==> src/rtl/game_round_scheduler.sv <==
// Match-level controller: gates the game master round by round, tallies wins,
// raises difficulty and flags match completion/outcome.
module game_round_scheduler #(
  parameter int unsigned ROUNDS_PER_GAME = 8,
  parameter int unsigned ROUND_W         = 4,
  parameter int unsigned SCORE_W         = 4,
  parameter int unsigned LEVEL_W         = 2,
  parameter int unsigned WIN_THRESHOLD   = 5,
  parameter int unsigned PAUSE_CYCLES    = 16,
  parameter int unsigned PAUSE_W         = 5
) (
  input  logic               clk,
  input  logic               reset_n,
  input  logic               start_key,
  input  logic               end_of_game_timer_running,
  input  logic               game_won,
  output logic               round_enable,
  output logic [LEVEL_W-1:0] level,
  output logic [SCORE_W-1:0] score,
  output logic [ROUND_W-1:0] rounds_played,
  output logic               round_tally,
  output logic               match_over,
  output logic               match_won
);

  typedef enum logic [2:0] {StIdle, StPlay, StTally, StPause, StOver} state_e;

  state_e               state_q, state_d;
  logic                 start_q, timer_q;
  logic                 won_q, won_d;
  logic [PAUSE_W-1:0]   pause_q, pause_d;
  logic [SCORE_W-1:0]   score_q, score_d;
  logic [LEVEL_W-1:0]   level_q, level_d;
  logic [ROUND_W-1:0]   rounds_q, rounds_d;
  logic                 enable_q, enable_d;
  logic                 tally_q, tally_d;
  logic                 over_q, over_d;
  logic                 mwon_q, mwon_d;
  logic                 start_rise, timer_fall;

  assign start_rise = start_key & ~start_q;
  assign timer_fall = ~end_of_game_timer_running & timer_q;

  always_comb begin
    state_d  = state_q;
    won_d    = won_q;
    pause_d  = pause_q;
    score_d  = score_q;
    level_d  = level_q;
    rounds_d = rounds_q;
    over_d   = over_q;
    mwon_d   = mwon_q;
    unique case (state_q)
      StIdle, StOver: begin
        if (start_rise) begin
          score_d  = '0;
          level_d  = '0;
          rounds_d = '0;
          over_d   = 1'b0;
          mwon_d   = 1'b0;
          state_d  = StPlay;
        end
      end
      StPlay: begin
        if (timer_fall) begin
          won_d   = game_won;
          state_d = StTally;
        end
      end
      StTally: begin
        rounds_d = rounds_q + ROUND_W'(1);
        if (won_q) begin
          if (score_q != '1) score_d = score_q + SCORE_W'(1);
          if (level_q != '1) level_d = level_q + LEVEL_W'(1);
        end
        // Outcome uses the post-tally score so it is valid on the OVER entry edge.
        if (rounds_d == ROUND_W'(ROUNDS_PER_GAME)) begin
          over_d  = 1'b1;
          mwon_d  = (int'(score_d) >= int'(WIN_THRESHOLD));
          state_d = StOver;
        end else begin
          pause_d = PAUSE_W'(PAUSE_CYCLES - 1);
          state_d = StPause;
        end
      end
      StPause: begin
        if (pause_q == '0) state_d = StPlay;
        else               pause_d = pause_q - PAUSE_W'(1);
      end
      default: state_d = StIdle;
    endcase
    enable_d = (state_d == StPlay);
    tally_d  = (state_d == StTally);
  end

  always_ff @(posedge clk or negedge reset_n) begin
    if (!reset_n) begin
      state_q  <= StIdle;
      start_q  <= 1'b0;
      timer_q  <= 1'b0;
      won_q    <= 1'b0;
      pause_q  <= '0;
      score_q  <= '0;
      level_q  <= '0;
      rounds_q <= '0;
      enable_q <= 1'b0;
      tally_q  <= 1'b0;
      over_q   <= 1'b0;
      mwon_q   <= 1'b0;
    end else begin
      state_q  <= state_d;
      start_q  <= start_key;
      timer_q  <= end_of_game_timer_running;
      won_q    <= won_d;
      pause_q  <= pause_d;
      score_q  <= score_d;
      level_q  <= level_d;
      rounds_q <= rounds_d;
      enable_q <= enable_d;
      tally_q  <= tally_d;
      over_q   <= over_d;
      mwon_q   <= mwon_d;
    end
  end

  assign round_enable  = enable_q;
  assign level         = level_q;
  assign score         = score_q;
  assign rounds_played = rounds_q;
  assign round_tally   = tally_q;
  assign match_over    = over_q;
  assign match_won     = mwon_q;

endmodule

==> config.mk <==
export PLATFORM = sky130hd
export DESIGN_NAME = game_round_scheduler
export DESIGN_NICKNAME = d
export VERILOG_FILES = /design/src/rtl/game_round_scheduler.sv
export SDC_FILE = /design/constraint.sdc
export NUM_CORES = 1
export LEC_CHECK = 0
export ABC_CLOCK_PERIOD_IN_PS = 3450
export CAP_MARGIN = 5
export CORE_MARGIN = 2
export CORE_UTILIZATION = 46
export DETAILED_ROUTE_END_ITERATION = 12
export PLACE_DENSITY_LB_ADDON = 0.12
export SKIP_LAST_GASP = 1
export SYNTH_ARGS = -nofsm -noshare
export SYNTH_HDL_FRONTEND = slang
export SYNTH_SLANG_ARGS = --single-unit
==> constraint.sdc <==
create_clock -name clk -period 3.45 [get_ports clk]
set_clock_uncertainty 0.05 [all_clocks]
set_input_delay 1.035 -clock clk [delete_from_list [all_inputs] [get_ports clk]]
set_output_delay 1.035 -clock clk [all_outputs]
set_load 0.02 [all_outputs]
==> flow_summary_export.csv <==
group,metric,value,unit
logic_synthesis,synth-edff-count,0,
drt,initial_detailed_routing_violation_count,20,
logic_synthesis,synthesis.area_per_instance,10.83,µm²
sta,worst_hold_slack,0.4677,ns
cts,clkSlewWorstSetupHoldPaths,0.14,ns
finish,ant_cells,0,
worst_setup_path,crit_slowest_cell,"sky130_fd_sc_hd__clkdlybuf4s50_1",
die,die-area,0.003267,mm²
logic_synthesis,synth_seq_cells,25,
global_route,grt_pass1_vias,985,
logic_synthesis,post_synth_num_cell_types,42,
cts,numClockSinks,25,
power_and_ir_drop,cellLeakagePower,0.6659,nW
logic_synthesis,synth_ff_type,"sky130_fd_sc_hd__dfrtp_1",
worst_setup_path,worst_ep_required_time,2.36,ns
cts,ctsHtreeMaxLevel,1,
die,chipHeight,57.16,µm
cts,hold_buffers,0,
drt,drt-vias-per-instance,5.477,
logic_synthesis,count_of_synthesis_stage_warnings_from_yosys,0,
cts,cts_root_buf,"sky130_fd_sc_hd__clkbuf_4",
finish,post_synthesis_to_final_layout_area_growth,18.38,%
sta,maxSlewHeadroom,64.68,%
die,floorplan.initialDensity,47.97,%
finish,end_of_flow_core_utilization,56.79,%
die,num_rows,19,
cts,cts_setup_buffers,0,
global_route,global_route.overflow_total,0,
power_and_ir_drop,pwr_density_cell,753.7,mW/mm²
drt,antenna_left,0,
logic_synthesis,synth_sequential_area_ratio,48.12,%
finish,post_route_cells_drive_above_1_share,11.35,%
drt,detailed_router_iteration_count_before_antenna_repair,4,
placed_design,detailed_place_hpwl,1.775,mm
sta,timing.fmax,386.9,MHz
drt,route.detailed.drc,0,
worst_setup_path,worstPathCellList,"clkdlybuf4s50_1",
logic_synthesis,gate_count_of_the_mapped_netlist,120,
power_and_ir_drop,power.ir.vdd_worst,0.0005038,V
worst_setup_path,end_kind,"output pin",
worst_setup_path,critical_path_depth,1,
sta,final-hold-violation-count,0,
sta,timing_worst_slew_pin_value,0.5224,ns
finish,post_route_standard_cell_area_excluding_fillers,0.001539,mm²
cts,clkLatencyLatePin,0.32,ns
logic_synthesis,syn_area,0.001300,mm²
sta,timing.final.setup_violations,0,
placed_design,placed_cell_area,0.001511,mm²
placed_design,place_inst,168,
sta,count_of_pins_over_their_slew_limit,0,
drt,drt-total-wl,2.430,mm
worst_hold_path,hold_crit_depth,1,
logic_synthesis,synthesis.nets,131,
worst_setup_path,critical_path.top_delay_family,"buffers and inverters",
worst_setup_path,crit_buf_inv,1,
drt,vias,942,
cts,clock_path_buffers,2,
finish,layout.cells.most_common_list,"25 x sky130_fd_sc_hd__dfrtp_1, 18 x sky130_fd_sc_hd__clkdlybuf4s50_1, 13 x sky130_fd_sc_hd__nand2_1",
global_route,grt_antenna_before_repair,0,
worst_setup_path,critPathArrivalTime,1.50,ns
global_route,grt_max_degree,26,
finish,final_common_cell,"sky130_fd_sc_hd__dfrtp_1",
worst_setup_path,critical_path.startpoint_type,"flop",
logic_synthesis,async_s_r_ff_share_synth,100.0,%
finish,final_nets,153,
global_route,grt_first_pass_wirelength,4.381,mm
die,placeableCoreArea,0.002710,mm²
sta,fin_tns_setup,0,ns
run,max_cap_violations,0,
sta,post-route-period-util,74.91,%
placed_design,io_buffers,18,
die,num_io_pins,19,
worst_setup_path,cp_max_fo,7,
worst_setup_path,critical_path.max_stage_delay,0.66,ns
die,fp.dieW,57.16,µm
sta,final_period_minus_worst_setup_slack,2.584,ns
worst_hold_path,timing.hold.worst.class,"flop to flop",
worst_setup_path,critPathKind,"flop to output pin",
drt,wl_per_cell,14.13,µm
cts,tritoncts,"built",
cts,cts_inserted_buffers,3,
worst_setup_path,worst-r2r-cell-count,6,
placed_design,routabilityCongestion,0.7252,
status,status,"complete, no violations",
cts,post_cts.resized_instances,0,
finish,fin_cells,172,
sta,setup_repair_after_global_routing_missed_its_margin,"no",
global_route,gr-usage-all-layers,17.24,%
## power breakdown
group,leakage [nW],switching [mW],total [mW],internal [mW]
Clock,0.0177,0.0887,0.132,0.0434
Combinational,0.337,0.279,0.526,0.247
Sequential,0.311,0.118,0.502,0.384
## cells by family after synthesis
logic type	after synthesis	share of synthesized area, %
XOR/XNOR	5	3.368
flip-flops	25	48.12
multiplexers	5	4.331
AND/OR/NAND/NOR	46	20.79
AO/OA/AOI/OAI	25	14.73
adder cells (fa/ha/maj)	6	5.775
buffers and inverters	8	2.887
## metal layers
metal	wire length [µm]	vias up	GRT usage [%]
li1	-	470	-
met1	1161	458	23.38
met2	1175	12	27.59
met3	76	2	2.948
met4	17	0	6.977
met5	0	-	0
## Yosys cell counts, types with 2 or more instances
library cell	instances	share of area (%)
sky130_fd_sc_hd__dfrtp_1	25	48
sky130_fd_sc_hd__ha_1	6	5.8
sky130_fd_sc_hd__mux2i_1	3	2.3
sky130_fd_sc_hd__nor2_1	6	1.7
sky130_fd_sc_hd__o21ai_0	10	3.9
sky130_fd_sc_hd__inv_1	6	1.7
sky130_fd_sc_hd__nand2_1	13	3.8
sky130_fd_sc_hd__nand4_1	3	1.4
sky130_fd_sc_hd__a21oi_1	3	1.2
sky130_fd_sc_hd__nand3b_1	2	1.2
sky130_fd_sc_hd__nand3_1	6	2.3
sky130_fd_sc_hd__xor2_1	5	3.4
sky130_fd_sc_hd__nand2b_1	3	1.4
## final cells by class
type / instances / area, µm²
fill: 250 / 1171
sequential: 25 / 625.6
inverter: 6 / 22.52
multi-input combinational: 87 / 636.9
tap: 31 / 38.79
clock buffer: 3 / 22.52
timing repair buffer: 19 / 187.7
clock inverter: 1 / 5.005
## through the flow
step / power (mW) / setup WS (ns)
after floorplan: 0.8479 / 1.335
final: 1.160 / 0.8655
after global routing: 1.254 / 0.7906
after detailed placement: 1.039 / 0.7280
after global placement: 1.018 / 0.7714
after CTS: 1.173 / 0.8365
## final timing paths
kind                            slack (ns)                         start                endpoint
worst max register to register        1.50        pause_q[0]$_DFFE_PN0P_  pause_q[1]$_DFFE_PN0P_
worst min-delay path                  0.47        match_over$_DFFE_PN0P_  match_over$_DFFE_PN0P_
max in group asynchronous             2.11                       reset_n    score[1]$_DFFE_PN0P_
worst min register to register        0.47        match_over$_DFFE_PN0P_  match_over$_DFFE_PN0P_
worst max-delay path                  0.87  rounds_played[3]$_DFFE_PN0P_        rounds_played[3]
min in group asynchronous             1.00                       reset_n  pause_q[2]$_DFFE_PN0P_
## registers in the layout, summed over array words and instances, names as in the netlist, 2 cells and up
register	flops
state_q	3
rounds_played	4
level	2
pause_q	5
score	4
Power figures use the tool's default switching activity.
